<file path="config.mk">
export PLATFORM = sky130hd
export DESIGN_NAME = hazard_ctrl_mc
export DESIGN_NICKNAME = d
export VERILOG_FILES = /design/src/rtl/hazard_ctrl_mc.sv
export SDC_FILE = /design/constraint.sdc
export NUM_CORES = 1
export LEC_CHECK = 0
export CORE_MARGIN = 2
export CORE_UTILIZATION = 46
export CTS_CLUSTER_SIZE = 8
export DETAILED_ROUTE_END_ITERATION = 7
export DONT_BUFFER_PORTS = 1
export GPL_ROUTABILITY_DRIVEN = 0
export SYNTH_ARGS = -nofsm -noshare
export SYNTH_HDL_FRONTEND = slang
export SYNTH_SLANG_ARGS = --single-unit
export TNS_END_PERCENT = 5
</file>
<file path="constraint.sdc">
create_clock -name clk -period 6 [get_ports clk]
set_clock_uncertainty 0.15 [all_clocks]
set_input_delay 1.2 -clock clk [delete_from_list [all_inputs] [get_ports clk]]
set_output_delay 1.2 -clock clk [all_outputs]
set_load 0.03 [all_outputs]
</file>
<file path="src/rtl/hazard_ctrl_mc.sv">
// hazard_ctrl_mc: pipeline hazard/stall controller for the 5-stage MIPS core.
//   Resolves forwarding, load-use/branch/jr stalls, the multi-cycle divider
//   handshake (with watchdog), SRAM wait states and exception flushes.
// Ports:
//   clk, rst                         clock, synchronous active-high reset
//   rsD, rtD, branchD, jrD, jalrD, jumpD          decode-stage operands/control flow
//   rsE, rtE, writeregE, regwriteE, memtoregE     execute-stage operands/writeback
//   divE, div_readyE                 divide in E / divider result valid
//   writeregM, regwriteM, memtoregM  memory-stage writeback
//   writeregW, regwriteW             writeback-stage writeback
//   i_stall, d_stall, excM           SRAM not ready (inst/data), exception in M
//   forwardaD/bD, forwardaE/bE       forward selects (E: 10 = M, 01 = W)
//   stallF/D/E/M, flushD/E/M/W       pipeline register controls
//   div_startE, div_abort, div_err   divider start/cancel pulses, sticky watchdog flag
//   stall_cnt                        saturating count of cycles with stallF
module hazard_ctrl_mc #(
    parameter int REG_AW   = 5,
    parameter int DIV_MAXC = 40,
    parameter int CNT_W    = 32
) (
    input  logic              clk,
    input  logic              rst,
    input  logic [REG_AW-1:0] rsD,
    input  logic [REG_AW-1:0] rtD,
    input  logic              branchD,
    input  logic              jrD,
    input  logic              jalrD,
    input  logic              jumpD,
    input  logic [REG_AW-1:0] rsE,
    input  logic [REG_AW-1:0] rtE,
    input  logic [REG_AW-1:0] writeregE,
    input  logic              regwriteE,
    input  logic              memtoregE,
    input  logic              divE,
    input  logic              div_readyE,
    input  logic [REG_AW-1:0] writeregM,
    input  logic              regwriteM,
    input  logic              memtoregM,
    input  logic [REG_AW-1:0] writeregW,
    input  logic              regwriteW,
    input  logic              i_stall,
    input  logic              d_stall,
    input  logic              excM,
    output logic              forwardaD,
    output logic              forwardbD,
    output logic [1:0]        forwardaE,
    output logic [1:0]        forwardbE,
    output logic              stallF,
    output logic              stallD,
    output logic              stallE,
    output logic              stallM,
    output logic              flushD,
    output logic              flushE,
    output logic              flushM,
    output logic              flushW,
    output logic              div_startE,
    output logic              div_abort,
    output logic              div_err,
    output logic [CNT_W-1:0]  stall_cnt
);
    typedef enum logic {DIV_IDLE, DIV_BUSY} divState_e;
    localparam int WD_W = $clog2(DIV_MAXC + 1);

    divState_e       divState, divNext;
    logic [WD_W-1:0] wdCnt, wdNext;
    logic            divStall, abortReq, errSet;
    logic            lwStall, brStall, jrStall;

    assign forwardaD = (rsD != '0) && regwriteM && (writeregM == rsD);
    assign forwardbD = (rtD != '0) && regwriteM && (writeregM == rtD);
    assign forwardaE = (rsE == '0) ? 2'b00 :
                       (regwriteM && writeregM == rsE) ? 2'b10 :
                       (regwriteW && writeregW == rsE) ? 2'b01 : 2'b00;
    assign forwardbE = (rtE == '0) ? 2'b00 :
                       (regwriteM && writeregM == rtE) ? 2'b10 :
                       (regwriteW && writeregW == rtE) ? 2'b01 : 2'b00;

    assign lwStall = memtoregE && (rtE == rsD || rtE == rtD);
    assign brStall = branchD && ((regwriteE && (writeregE == rsD || writeregE == rtD)) ||
                                 (memtoregM && (writeregM == rsD || writeregM == rtD)));
    assign jrStall = (jrD || jalrD) && ((regwriteE && writeregE == rsD) ||
                                        (memtoregM && writeregM == rsD));

    // Divider handshake: an exception cancels the division even when the
    // result arrives in the same cycle; the watchdog only fires without ready.
    always_comb begin
        divNext    = divState;
        wdNext     = wdCnt;
        divStall   = 1'b0;
        div_startE = 1'b0;
        abortReq   = 1'b0;
        errSet     = 1'b0;
        if (divState == DIV_IDLE) begin
            if (divE && !excM) begin
                div_startE = 1'b1;
                divStall   = 1'b1;
                divNext    = DIV_BUSY;
                wdNext     = '0;
            end
        end else begin
            divStall = !div_readyE;
            if (excM) begin
                abortReq = 1'b1;
                divNext  = DIV_IDLE;
            end else if (!div_readyE && wdCnt == WD_W'(DIV_MAXC - 1)) begin
                abortReq = 1'b1;
                errSet   = 1'b1;
                divNext  = DIV_IDLE;
            end else if (div_readyE) begin
                divNext = DIV_IDLE;
            end else begin
                wdNext = wdCnt + 1'b1;
            end
        end
    end

    // Reset mid-division returns the FSM to idle silently.
    assign div_abort = abortReq && !rst;

    always_comb begin
        stallF = 1'b0;
        stallD = 1'b0;
        stallE = 1'b0;
        stallM = 1'b0;
        flushD = 1'b0;
        flushE = 1'b0;
        flushM = 1'b0;
        flushW = 1'b0;
        if (excM) begin
            flushD = 1'b1;
            flushE = 1'b1;
            flushM = 1'b1;
        end else if (d_stall) begin
            stallF = 1'b1;
            stallD = 1'b1;
            stallE = 1'b1;
            stallM = 1'b1;
            flushW = 1'b1;
        end else if (divStall) begin
            stallF = 1'b1;
            stallD = 1'b1;
            stallE = 1'b1;
            flushM = 1'b1;
        end else if (lwStall || brStall || jrStall) begin
            stallF = 1'b1;
            stallD = 1'b1;
            flushE = 1'b1;
        end else if (i_stall) begin
            stallF = 1'b1;
            flushD = 1'b1;
        end else begin
            flushE = jumpD || jrD;
        end
    end

    always_ff @(posedge clk) begin
        if (rst) begin
            divState  <= DIV_IDLE;
            wdCnt     <= '0;
            div_err   <= 1'b0;
            stall_cnt <= '0;
        end else begin
            divState <= divNext;
            wdCnt    <= wdNext;
            if (errSet) div_err <= 1'b1;
            if (stallF && stall_cnt != '1) stall_cnt <= stall_cnt + 1'b1;
        end
    end
endmodule

</file>
# Word level (Yosys, flattened, before mapping)

Index checks and enable logic that the tools add are counted.

Register bits after elaboration: 40
Latch bits: 0
RAM bits: 0
Memory bits (read-only): 0
Input bits: 51
Output and inout port bits: 49
Logic and storage cells: 106
Memories: 0

Add/sub/neg operators: 2
Multipliers: 0
Divide/modulo/power cells: 0
$lt $le $gt $ge: 0
Eq/ne operators: 15
Shift-type cells: 0
Muxes and demuxes: 48
Bitwise logic cells: 0
Reductions and logical operators: 37

Operators with widths:

| operator              | number |
|---|---|
| $eq 5x5->1            | 10 |
| $mux 1                | 39 |
| $add 32x1->32 const B | 1 |
| $ne 32x32->1 const B  | 1 |
| $mux 6                | 5 |
| $logic_and 1x1->1     | 19 |
| $logic_not 5->1       | 2 |
| $reduce_bool 5->1     | 2 |
| $logic_or 1x1->1      | 9 |
| $mux 2                | 4 |
| $add 6x1->6 const B   | 1 |
| $eq 6x6->1 const B    | 1 |
| $ne 2x2->1 const B    | 3 |
| $reduce_and 4->1      | 1 |
| $logic_not 1->1       | 3 |
| $reduce_bool 2->1     | 1 |

# Longest topological paths before layout

Depth in word-level cells: 12
Depth in mapped cells: 11
Gate-level depth less buffers: 8

# Worst setup path after synthesis

No wires, ideal clock.

Path kind: input to output
Start point: input divE
End point: output stallF
Arrival time: 2939 ps
Required time: 4650 ps
Setup slack: 1711 ps
Cell stages on the path: 7
Path buffers: 2
Cell sequence: nor2b_1 nor3_1 nor2_1 nor4_4 buf_2 buf_2 nor2_1

Longest elaborated chain between the ends: 6

RTL lines:

| what              | RTL line | RTL |
|---|---|---|
| start, declared   | 34       | `input logic divE,` |
| $logic_and 1x1->1 | 94       | `if (divE && !excM) begin` |
| $mux 1            | 94       |  |
| $mux 1            | 93       | `if (divState == DIV_IDLE) begin` |
| $mux 1            | 139      | `end else if (divStall) begin` |
| $mux 1            | 133      | `end else if (d_stall) begin` |
| $mux 1            | 129      | `if (excM) begin` |
| end, declared     | 48       | `output logic stallF,` |

No other way between the ends.

# Worst setup path after layout

Same ends and word-level chain as after synthesis.

==> metrics.cfg <==
[outcome]
status = completed

[cts]
cts.repair.resized = 0
insertion_delay_ns = 0.29
postCtsHoldBufs = 0
post-cts-setup-buffers = 0
numCtsBuffers = 5
clock-root-buffer = clkbuf_8
path_clk_slew_ns = 0.07
cts_tree = done
cts_buffer_depth = 2
cts.sinks = 40
htree_num_levels = 2

[die]
initial_core_util_pct = 48.2
die_w_um = 83.5
io-pin-count = 100
row_count = 28
dieArea_um2 = 6970
dieHeight_um = 83.5
core_area_um2 = 6030

[critical_path]
cp_max_fo = 4
path_class = input pin to output port
worstPathCellList = nor2b_1, nor3_1, nor2_1, nor4_4, nor2_1
crit_arrival_ns = 2.76
cpMostUsedCell = nor2_1
end_kind = output port
r2r_start = stall_cnt[0]$_SDFFE_PP0P_
critPathLaunchType = input pin
critical-path-slowest-cell = nor2_1
cp_data_required_time_ns = 4.65
cp-startpoint = divE
slowest_delay_ns = 0.66

[flow_run]
maxCapViolCount = 0

[yosys]
synth-async-reset-ratio_pct = 0
synth_area_um2 = 2910
synth_edf_count = 0
synth_ff_type = dfxtp_1
synth_cells = 360
syn_nets = 413
seq_area_frac_synth_pct = 27.6
yosysWarnings = 0
synth.ff_latch_count = 40
yosysUniqueCellTypes = 47
syn_avg_cell_area_um2 = 8.07

[sta]
setup_viol = 0
fin_ws_ns = 1.89
hold_slack_ns = 0.392
period_share_pct = 68.5
fmax_mhz = 243
rsz0062_at_grt = false
fin_crit_ns = 4.11
setup_tns_ns = 0
slew_headroom_pct = 25.3
hold_viol_final = 0
drv_slew = 0
worst_slew_pin_slew_ns = 1.12

[global_routing]
grt_antenna_before_repair = 0
gr-usage-all-layers_pct = 19.9
first_global_vias = 2482
grt_pass1_wl_mm = 11.8
grt_max_degree = 62
grt-ovfl-total = 0

[cells_and_area]
nNetsFinal = 398
diodes = 0
final_util_pct = 49.7
drive_above_1_share_pct = 6.94
fillCellCount = 601
finish.instance_area_um2 = 2990
syn2layout_area_growth_pct = 2.97

[detailed_routing]
via_per_inst = 6.25
drt_iter0_markers = 66
drc = 0
routed_wirelength_mm = 6.95
ant_nets = 0
wl_per_cell_um = 16.5
num_vias = 2633
firstDrtPassIters = 4

[placed_design]
io_buffers = 0
dp_hpwl_mm = 5.00
dpl_worst_slack_ns = 1.88
placed_cell_area_um2 = 2870

[power]
peakVddDrop_v = 0.000126
leakagePower_nw = 0.974
pwr_density_cell_nw_per_um2 = 196

[worst_hold_path]
min-delay-start = wdCnt[5]$_SDFFE_PP0P_
hold_path.class = register to register

-- area by class of cell --
type	count	area [µm²]	area share, %
multi-input cells	292	1940	64.8
flip-flops and latches	40	801	26.8
clock buffers	7	96.3	3.22
well taps	75	93.8	3.14
clock inverters	1	30.0	1.00
repair buffers	3	22.5	0.753
inverters	3	11.3	0.376
-- registers in the layout, summed over array words and instances, names as in the netlist --
signal     cells
stall_cnt     32
wdCnt          6
divState       1
div_err        1
-- where the power goes --
group | switching, mW | internal (mW) | leakage, nW | total (mW)
sequential | 0.00413 | 0.267 | 0.322 | 0.271
clock | 0.0943 | 0.147 | 0.0645 | 0.241
combinational | 0.0462 | 0.0292 | 0.587 | 0.0755
-- worst paths after layout --
kind	cells past startpoint	end	slack, ns
worst max-delay path	5	stallF	1.89
worst max register to register	7	stall_cnt[5]$_SDFFE_PP0P_	3.20
worst min register to register	2	wdCnt[5]$_SDFFE_PP0P_	0.39
worst min-delay path	2	wdCnt[5]$_SDFFE_PP0P_	0.39
-- kinds of logic (layout without fill, tap and decap cells) --
| family | Yosys count | count (layout) | synth area share [%] |
|---|---|---|---|
| and+or+nand+nor | 159 | 159 | 32.0 |
| xor gates and xnor gates | 53 | 53 | 16.0 |
| buffers and inverters | 28 | 14 | 5.77 |
| muxes | 4 | 4 | 1.51 |
| DFF | 40 | 40 | 27.6 |
| AOI/OAI and AO/OA | 74 | 74 | 16.4 |
| adders and majority gates | 2 | 2 | 0.861 |
-- layer usage --
metal	global-route usage, %	share of wire (%)
met5	0	0
met1	24.3	43
met3	7.02	9.2
met2	33.9	47
met4	3.96	0.73
-- critical path, delay by kind of cell --
kind	cells	cell delay, ns
AND/OR/NAND/NOR	5	1.56
-- metrics by stage --
stage | power, mW | cells
floorplan | 0.355 | 360
global placement | 0.352 | 413
detailed placement | 0.352 | 413
CTS | 0.596 | 421
global route | 0.616 | 421
finish | 0.587 | 421
-- cells in the final DEF, fill, tap and decap left out, types with 4 or more instances in the layout --
master and count:
nand3_1 20, or3_1 4, or4_1 27, a21oi_1 36, xor2_1 40, nor3_1 7
o21ai_0 4, nand4_1 11, nor2b_1 6, dfxtp_1 40, xnor2_1 13, clkbuf_8 7
nor4_1 8, nand2_1 16, and4_1 5, nor2_1 31, and3_1 8, o31ai_1 23
-- synthesized netlist by cell type (all sizes together), types with 7 or more instances --
| cell type | count | area (µm²) |
|---|---|---|
| a21oi | 36 | 180 |
| xor2 | 40 | 350 |
| dfxtp | 40 | 801 |
| nand3 | 20 | 100 |
| and4 | 7 | 66.3 |
| or4 | 27 | 203 |
| o31ai | 23 | 173 |
| o21ai | 7 | 35.0 |
| nor4 | 9 | 71.3 |
| nor2 | 31 | 116 |
| buf | 19 | 134 |
| xnor2 | 13 | 114 |
| and3 | 8 | 50.1 |
| nor3 | 8 | 45.0 |
| nand2 | 17 | 66.3 |
| nand4 | 11 | 68.8 |
(Power assumes the default switching activity.)
